[config.mk]
export PLATFORM = sky130hd
export DESIGN_NAME = writeback_regfile_flat
export DESIGN_NICKNAME = d
export VERILOG_FILES = /design/src/rtl/writeback_regfile_if.sv /design/src/rtl/writeback_regfile.sv /design/src/flat_wrapper.sv
export SDC_FILE = /design/constraint.sdc
export NUM_CORES = 2
export LEC_CHECK = 0
export CAP_MARGIN = 10
export CORE_MARGIN = 5
export CORE_UTILIZATION = 60
export DETAILED_ROUTE_END_ITERATION = 7
export PLACE_DENSITY = 0.79
export SYNTH_ARGS = -nofsm -noshare
export SYNTH_HDL_FRONTEND = slang
export SYNTH_SLANG_ARGS = --single-unit
[constraint.sdc]
create_clock -name clk -period 3.81 [get_ports clk]
set_input_delay 0.9525 -clock clk [delete_from_list [all_inputs] [get_ports clk]]
set_output_delay 0.9525 -clock clk [all_outputs]
set_load 0.005 [all_outputs]
[src/rtl/writeback_regfile_if.sv]
// Shared writeback types and the pipeline-side bundle of writeback_regfile:
// stage input with its advance strobe, plus the retirement report.
package writeback_regfile_pkg;

  typedef enum logic [2:0] {
    RD_SEL_ALU  = 3'd0,
    RD_SEL_MEM  = 3'd1,
    RD_SEL_PC4  = 3'd2,
    RD_SEL_UIMM = 3'd3
  } rd_sel_e;

  typedef struct packed {
    logic    regf_we;
    rd_sel_e rd_sel;
  } control_wb_t;

endpackage

interface writeback_regfile_if
  import writeback_regfile_pkg::*;
#(
  parameter int unsigned ORDER_W = 64
);

  typedef struct packed {
    logic               valid;
    logic [ORDER_W-1:0] order;
    logic [31:0]        pc;
    logic [31:0]        u_imm;
    logic [31:0]        alu_out;
    logic [31:0]        load_type;
    logic [4:0]         rd_s;
    control_wb_t        control_wb;
  } mem_wb_stage_reg_t;

  logic               go;
  mem_wb_stage_reg_t  mem_wb_stage_reg;
  logic               commit_valid;
  logic [ORDER_W-1:0] commit_order;
  logic [4:0]         commit_rd;
  logic [31:0]        commit_wdata;
  logic               order_err;

  modport master (
    output go, mem_wb_stage_reg,
    input  commit_valid, commit_order, commit_rd, commit_wdata, order_err
  );

  modport slave (
    input  go, mem_wb_stage_reg,
    output commit_valid, commit_order, commit_rd, commit_wdata, order_err
  );

endinterface

[src/rtl/writeback_regfile.sv]
// Writeback stage register plus 32x32 integer register file with retirement report.
// Define WB_BYPASS_EN to make a committing write visible to same-cycle reads.
module writeback_regfile
  import writeback_regfile_pkg::*;
#(
  parameter int unsigned ORDER_W       = 64,
  parameter logic [31:0] REG_RESET_VAL = 32'h0
) (
  input  logic                clk,
  input  logic                rst,
  writeback_regfile_if.slave  wb,
  input  logic [4:0]          rs1_s,
  input  logic [4:0]          rs2_s,
  output logic [31:0]         rs1_v,
  output logic [31:0]         rs2_v,
  output logic                wb_fwd_valid,
  output logic [4:0]          wb_fwd_rd,
  output logic [31:0]         wb_fwd_data
);

  typedef struct packed {
    logic               valid;
    logic [ORDER_W-1:0] order;
    logic [31:0]        pc;
    logic [31:0]        u_imm;
    logic [31:0]        alu_out;
    logic [31:0]        load_type;
    logic [4:0]         rd_s;
    control_wb_t        control_wb;
  } stage_t;

  stage_t             wb_q;
  logic [31:0]        regs [32];
  logic [ORDER_W-1:0] exp_order;
  logic               order_err_q;
  logic [31:0]        wdata;
  logic               commit;
  logic               rd_nz;
  logic               wr_en;

  always_ff @(posedge clk or negedge rst) begin
    if (!rst) begin
      wb_q <= '0;
    end else if (wb.go) begin
      wb_q <= wb.mem_wb_stage_reg;
    end
  end

  always_comb begin
    wdata = '0;
    case (wb_q.control_wb.rd_sel)
      RD_SEL_ALU:  wdata = wb_q.alu_out;
      RD_SEL_MEM:  wdata = wb_q.load_type;
      RD_SEL_PC4:  wdata = wb_q.pc + 32'd4;
      RD_SEL_UIMM: wdata = wb_q.u_imm;
      default:     wdata = '0;
    endcase
  end

  assign commit = wb_q.valid & wb.go;
  assign rd_nz  = |wb_q.rd_s;
  assign wr_en  = commit & wb_q.control_wb.regf_we & rd_nz;

  // x0 storage is never written; reads of address 0 are masked below.
  always_ff @(posedge clk or negedge rst) begin
    if (!rst) begin
      for (int unsigned i = 0; i < 32; i++) begin
        regs[i[4:0]] <= REG_RESET_VAL;
      end
    end else if (wr_en) begin
      regs[wb_q.rd_s] <= wdata;
    end
  end

  always_ff @(posedge clk or negedge rst) begin
    if (!rst) begin
      exp_order   <= '0;
      order_err_q <= 1'b0;
    end else if (commit) begin
      exp_order <= exp_order + ORDER_W'(1);
      if (wb_q.order != exp_order) begin
        order_err_q <= 1'b1;
      end
    end
  end

  always_comb begin
    rs1_v = (rs1_s == 5'd0) ? '0 : regs[rs1_s];
    rs2_v = (rs2_s == 5'd0) ? '0 : regs[rs2_s];
`ifdef WB_BYPASS_EN
    if (wr_en && (rs1_s == wb_q.rd_s)) rs1_v = wdata;
    if (wr_en && (rs2_s == wb_q.rd_s)) rs2_v = wdata;
`endif
  end

  assign wb_fwd_valid    = wb_q.valid & wb_q.control_wb.regf_we & rd_nz;
  assign wb_fwd_rd       = wb_q.rd_s;
  assign wb_fwd_data     = wdata;

  assign wb.commit_valid = commit;
  assign wb.commit_order = wb_q.order;
  assign wb.commit_rd    = wb_q.control_wb.regf_we ? wb_q.rd_s : '0;
  assign wb.commit_wdata = (wb_q.control_wb.regf_we & rd_nz) ? wdata : '0;
  assign wb.order_err    = order_err_q;

endmodule

[src/flat_wrapper.sv]
// flat-port wrapper written by rule: the top's interface ports become plain ports
module writeback_regfile_flat import writeback_regfile_pkg::*;
#(
  parameter int unsigned ORDER_W       = 64,
  parameter logic [31:0] REG_RESET_VAL = 32'h0
)
  (clk, rst, rs1_s, rs2_s, rs1_v, rs2_v, wb_fwd_valid, wb_fwd_rd, wb_fwd_data, wb_go, wb_mem_wb_stage_reg, wb_commit_valid, wb_commit_order, wb_commit_rd, wb_commit_wdata, wb_order_err);
  writeback_regfile_if #(.ORDER_W(ORDER_W)) wb_i ();
  input  logic clk;
  input  logic rst;
  input  logic [4:0] rs1_s;
  input  logic [4:0] rs2_s;
  output logic [31:0] rs1_v;
  output logic [31:0] rs2_v;
  output logic wb_fwd_valid;
  output logic [4:0] wb_fwd_rd;
  output logic [31:0] wb_fwd_data;
  input wire logic [$bits(wb_i.go)-1:0] wb_go;
  input wire logic [$bits(wb_i.mem_wb_stage_reg)-1:0] wb_mem_wb_stage_reg;
  output wire logic [$bits(wb_i.commit_valid)-1:0] wb_commit_valid;
  output wire logic [$bits(wb_i.commit_order)-1:0] wb_commit_order;
  output wire logic [$bits(wb_i.commit_rd)-1:0] wb_commit_rd;
  output wire logic [$bits(wb_i.commit_wdata)-1:0] wb_commit_wdata;
  output wire logic [$bits(wb_i.order_err)-1:0] wb_order_err;
  assign wb_i.go = wb_go;
  assign wb_i.mem_wb_stage_reg = wb_mem_wb_stage_reg;
  assign wb_commit_valid = wb_i.commit_valid;
  assign wb_commit_order = wb_i.commit_order;
  assign wb_commit_rd = wb_i.commit_rd;
  assign wb_commit_wdata = wb_i.commit_wdata;
  assign wb_order_err = wb_i.order_err;
  writeback_regfile #(.ORDER_W(ORDER_W), .REG_RESET_VAL(REG_RESET_VAL)) u_core (.clk(clk), .rst(rst), .wb(wb_i), .rs1_s(rs1_s), .rs2_s(rs2_s), .rs1_v(rs1_v), .rs2_v(rs2_v), .wb_fwd_valid(wb_fwd_valid), .wb_fwd_rd(wb_fwd_rd), .wb_fwd_data(wb_fwd_data));
endmodule
Yosys cells after proc, flatten, opt, wreduce, memory -nomap -nowiden
Cells that the tools add are included.
W data, S select, Z words.
{ "word_totals": {"ff_bits": 1291, "input_bits": 215, "output_inout_bits": 205, "word_cells": 82} }
{ "op_classes": {"addsub": 2, "order_cmp": 4, "n_eq_ne": 4, "muxes": 14, "bitwise": 9, "reduce_logical": 6} }
{ "op_table": {"columns": ["operator", "n"], "rows": [
  ["$bwmux W1024", 1],
  ["$bmux W32 S5", 2],
  ["$mux W32", 8],
  ["$demux W32 S5", 1],
  ["$pmux W32 S4", 1],
  ["$add A64 B1 Y64 const B", 1],
  ["$ne A64 B64 Y1", 1],
  ["$add A32 B3 Y32 const B", 1],
  ["$ge A6 B6 Y1 const B", 3],
  ["$not A5 Y6", 3],
  ["$logic_not A5 Y1", 2],
  ["$and A1 B1 Y1", 6],
  ["$eq A3 B2 Y1 const B", 2],
  ["$lt A6 B1 Y1 const B", 1],
  ["$mux W5", 1],
  ["$reduce_or A5 Y1", 1],
  ["$eq A3 B1 Y1 const B", 1],
  ["$logic_not A3 Y1", 1],
  ["$reduce_and A2 Y1", 1],
  ["$logic_and A1 B1 Y1", 1]
]} }

Depth between registers and ports, before layout
{ "depth": {"depth_word": 6, "ltp_mapped": 10, "depth_no_buf": 6} }

Worst setup path before layout
No wires, ideal clock.
{ "synth_timing": {"kind": "input port to output port", "from": "in rs1_s[0]", "to": "out rs1_v[10]", "t_arrival_ns": 2.750, "required_time_ns": 2.858, "slack_ns": 0.107, "stages": 6, "n_path_buf": 3, "cell_sequence": "clkbuf_1 -> buf_2 -> clkbuf_1 -> mux4_2 -> a221oi_1 -> o21ai_0"} }
{ "synth_via": {"elab_chain_len": 5, "word_cells_on_any_way": 6, "cone_classes": "4 x mux; 1 x bitwise; 1 x reduce/logical"} }
{ "synth_rtl": {"columns": ["element", "line", "text"], "rows": [
  ["start: declaration", "flat_wrapper.sv:11", "input logic [4:0] rs1_s;"],
  ["$not A5 Y6 (implied by the code)", "writeback_regfile.sv:88", "rs1_v = (rs1_s == 5'd0) ? '0 : regs[rs1_s];"],
  ["$bmux W32 S5", "writeback_regfile.sv:88", null],
  ["$mux W32 (implied by the code) (2 in a row)", "writeback_regfile.sv:88", null],
  ["$mux W32 *", "writeback_regfile.sv:88", null],
  ["end: declaration", "flat_wrapper.sv:13", "output logic [31:0] rs1_v;"]
]} }
Mark *: on every way between the ends. The rest lies on a longest branch, timed or not. The select of a mux whose other input is x is not followed.

Worst setup path in the final report
{ "layout_timing": {"from": "reg u_core.wb_q[120] (netlist bit)", "to": "out wb_commit_wdata[22]"} }
{ "layout_via": {"elab_chain_len": 3} }
{ "layout_rtl": {"columns": ["element", "line", "text"], "rows": [
  ["start: declaration", "writeback_regfile.sv:32", "stage_t wb_q;"],
  ["start signal: assignment", "writeback_regfile.sv:45", "wb_q <= wb.mem_wb_stage_reg;"],
  ["$add A32 B3 Y32", "writeback_regfile.sv:54", "RD_SEL_PC4: wdata = wb_q.pc + 32'd4;"],
  ["$pmux W32 S4", "writeback_regfile.sv:51", "case (wb_q.control_wb.rd_sel)"],
  ["$mux W32", "writeback_regfile.sv:103", "assign wb.commit_wdata = (wb_q.control_wb.regf_we & rd_nz) ? wdata : '0;"],
  ["end: declaration", "flat_wrapper.sv:23", "output wire logic [$bits(wb_i.commit_wdata)-1:0] wb_commit_wdata;"]
]} }
Every way passes these cells.

==> results by group <==
Run status
  • Failing checks: design-rule violations, negative setup slack
  • Status: complete, but fails checks

Synthesis
  • Top post-synthesis cells by count: 1291 x dfrtp_1, 678 x nor2_1, 571 x o21ai_0
  • Ys flop type: dfrtp_1
  • Seq cells post-synth: 1291
  • Post-Syn Instances: 5722
  • Synth warnings: 0
  • Async set-reset flop share out of synthesis: 100%
  • Post-Synthesis Cell Area: 0.0651 mm2
  • Sequential-to-total area share from yosys stat: 49.6%
  • Top post-synthesis cells by area: dfrtp_1 50%, mux4_2 18%, o21ai_0 4.4%, a21oi_1 4.2%, nor2_1 3.9%
  • Area leader, netlist: dfrtp_1
  • Number of flops mapped to enable cells by yosys: 0
  • Top-count cell post-synth: dfrtp_1
  • Synth top area share: 49.6%
  • Average cell area after synthesis: 11.4 um2
  • Mapped Nets: 5939
  • Yosys cell types: 58

Worst setup path
  • Critical R2R Launch: u_core.wb_fwd_rd[0]
  • Worst reg2reg path depth: 6
  • Reg2Reg Capture Point: u_core.regs[793]
  • CP Data Required Time: 2860 ps
  • Crit Path Class: reg2out
  • Worst Path Arrival: 2990 ps
  • Setup crit start kind: flop
  • FF-to-FF setup slack: 880 ps
  • Worst Path Max Fanout: 7
  • Critical path launch point: u_core.wb_q[120]
  • CP endpoint kind: output pin

GRT
  • Overflow after GRT: 0
  • Vias in the first global route: 57500
  • Largest net degree at the start of global routing: 191
  • Total Routing Usage GR: 39.6%
  • First-pass GRT wire length: 349000 um
  • Initial antenna violation count: 13

Floorplan
  • Die Footprint: 0.115 mm2
  • I/O Pins: 420
  • # rows: 120
  • Die W: 339 um
  • Core area: 0.107 mm2
  • Die height: 339 um
  • Starting Density: 60.6%

STA
  • Max Slew Vio Count: 0
  • Setup-failing EPs final: 48
  • Worst slew margin: 29.3%
  • F_max: 254 MHz
  • Min cycle time layout: 3940 ps
  • RSZ-0062 raised after global routing: true
  • Post-Route Skew: 38.7 ps
  • Tcrit/Tclk final: 103%
  • Final Hold Fails: 0
  • Final worst slack: -129 ps
  • Least-Margin Pin Slew: 1060 ps

Worst hold path
  • Worst min path class: in2async

Clock network
  • CTS tree: done
  • Num CTS Buffers: 135
  • Clock Latency Late Sink: 770 ps
  • # clock sinks: 1291
  • Clock root buffer: clkbuf_16
  • Clock transition at path regs: 60 ps
  • H-tree depth: 4
  • Max clock buf depth: 3

Drt
  • Vias per Instance: 7.18
  • 1st-iter DRT viols: 9329
  • DR DRC count: 4
  • Metal-1 WL: 76800 um
  • Pre-antenna DRT Iters: 8
  • WL met3: 37200 um
  • Post-DR wirelength/cell: 30.6 um
  • Via count: 56400
  • Routed Antenna Nets: 0
  • Top routing layer in use: met5
  • Drt total wl: 240000 um
  • WL met2: 108000 um

Place
  • DPL Wire Length: 141000 um
  • GPL Wtd Cong: 0.935
  • PortBufs: 419
  • Cells after DPL: 7352

Power and ir drop
  • Pwr Total: 40000 uW
  • Peak supply drop: 364 uV
  • Cell Pwr Density: 486 mW/mm2
  • LEAKAGE: 0.0358 uW

Final layout
  • Fin util: 76.7%
  • Share of cells above drive strength 1: 31.5%
  • # fillers: 5674
  • Footprint of the multi-input gates: 0.0317 mm2
  • Layout area overhead: 26.5%
  • Final cell count without fillers: 7857
  • Nets: 6564
  • Register Area: 0.0323 mm2

Job
  • Max-Cap Viols: 0
## power by group
part           total [uW]  switching [uW]  internal [uW]
clock network       13800            5770           8080
logic                8920            4580           4340
registers           17200            1710          15500
## flip-flops by register name (all words and copies together), names as in the netlist
signal,count
u_core.wb_fwd_rd,5
u_core.wb_q,133
u_core.regs,1024
u_core.exp_order,64
u_core.wb.order_err,1
u_core.wb.commit_order,64
## how the worst max path moves through the flow
stage / end / slack (ps) / depth (start not counted)
after detailed placement: rs2_v[31] / -760 / 7
final: wb_commit_wdata[22] / -130 / 9
after global routing: wb_commit_wdata[22] / -200 / 9
after CTS: rs2_v[4] / -190 / 8
after global placement: rs1_v[28] / -760 / 9
after floorplan: rs1_v[10] / 110 / 6
## metal layers
| metal | GRT usage, % | vias up |
|---|---|---|
| met2 | 59.6 | 5344 |
| li1 | - | 22000 |
| met3 | 16.2 | 1455 |
| met1 | 48.1 | 27600 |
| met5 | 0.333 | - |
| met4 | 24.7 | 14 |
## critical path, cell delays in order, from the launching register on
cell,delay (ps)
dfrtp_1,400
buf_4,200
nand3_1,330
nor3_2,430
and4_1,290
nor3_2,50
buf_4,150
buf_4,140
nor2_1,90
clkbuf_2,120
## kinds of logic (layout without fill, tap and decap cells)
| logic type | Yosys count | count (layout) | synth area share (%) |
|---|---|---|---|
| compound gates | 1452 | 1452 | 13.0 |
| other cells | 0 | 3 | 0 |
| fa+ha+maj | 2 | 2 | 0.0384 |
| xor+xnor | 137 | 137 | 1.84 |
| flops | 1291 | 1291 | 49.6 |
| buf+inv | 678 | 1407 | 4.62 |
| simple gates | 1424 | 1424 | 9.14 |
| mux | 738 | 738 | 21.7 |
## stage by stage
step	setup WS (ps)	cell area, um2	TNS (ps)	hold slack, ps
floorplan	107	65100	0	441
global placement	-764	73100	-34100	376
detailed placement	-761	73100	-35500	382
CTS	-189	81000	-2130	176
global route	-199	82300	-4090	182
finish	-129	82300	-1840	143
## cells in the final DEF (no fill, tap or decap), types with 13 or more instances in the layout
| master | instances |
|---|---|
| dfrtp_1 | 1275 |
| nor2_1 | 636 |
| a21oi_1 | 534 |
| nand2_1 | 529 |
| mux4_2 | 519 |
| buf_4 | 466 |
| o21ai_0 | 440 |
| clkdlybuf4s50_1 | 301 |
| mux2_2 | 199 |
| a22o_1 | 183 |
| clkbuf_16 | 150 |
| buf_12 | 125 |
| xnor2_1 | 113 |
| buf_6 | 65 |
| o21ai_2 | 61 |
| o21ai_1 | 60 |
| a221oi_2 | 49 |
| nand4_1 | 47 |
| inv_1 | 44 |
| buf_2 | 40 |
| clkbuf_1 | 34 |
| dlygate4sd2_1 | 32 |
| a31oi_1 | 31 |
| nand3_1 | 30 |
| buf_16 | 27 |
| clkbuf_8 | 24 |
| nor2_2 | 21 |
| xor2_1 | 21 |
| nor2_4 | 21 |
| a21oi_2 | 19 |
| clkinv_2 | 17 |
| and4_1 | 16 |
| clkbuf_2 | 16 |
| dfrtp_2 | 16 |
| mux2i_1 | 15 |
| a221oi_4 | 13 |
| nor3_1 | 13 |
## final cells by class
class                           instances  area share (%)
Inverter                               49           0.242
Clock buffer                          200            4.89
Sequential cell                      1291            39.3
Antenna cell                            3         0.00912
Timing Repair Buffer                 1117            14.3
Clock inverter                         41           0.670
Multi-Input combinational cell       3753            38.5
Tap cell                             1403            2.13
## repair_timing
item                       CTS  global route
pin swaps                  140           131
hold buffers                 0             0
resized for setup          692           233
buffers inserted           171            81
gates cloned                21             7
setup endpoints to repair  123           103
(Power assumes the default switching activity.)
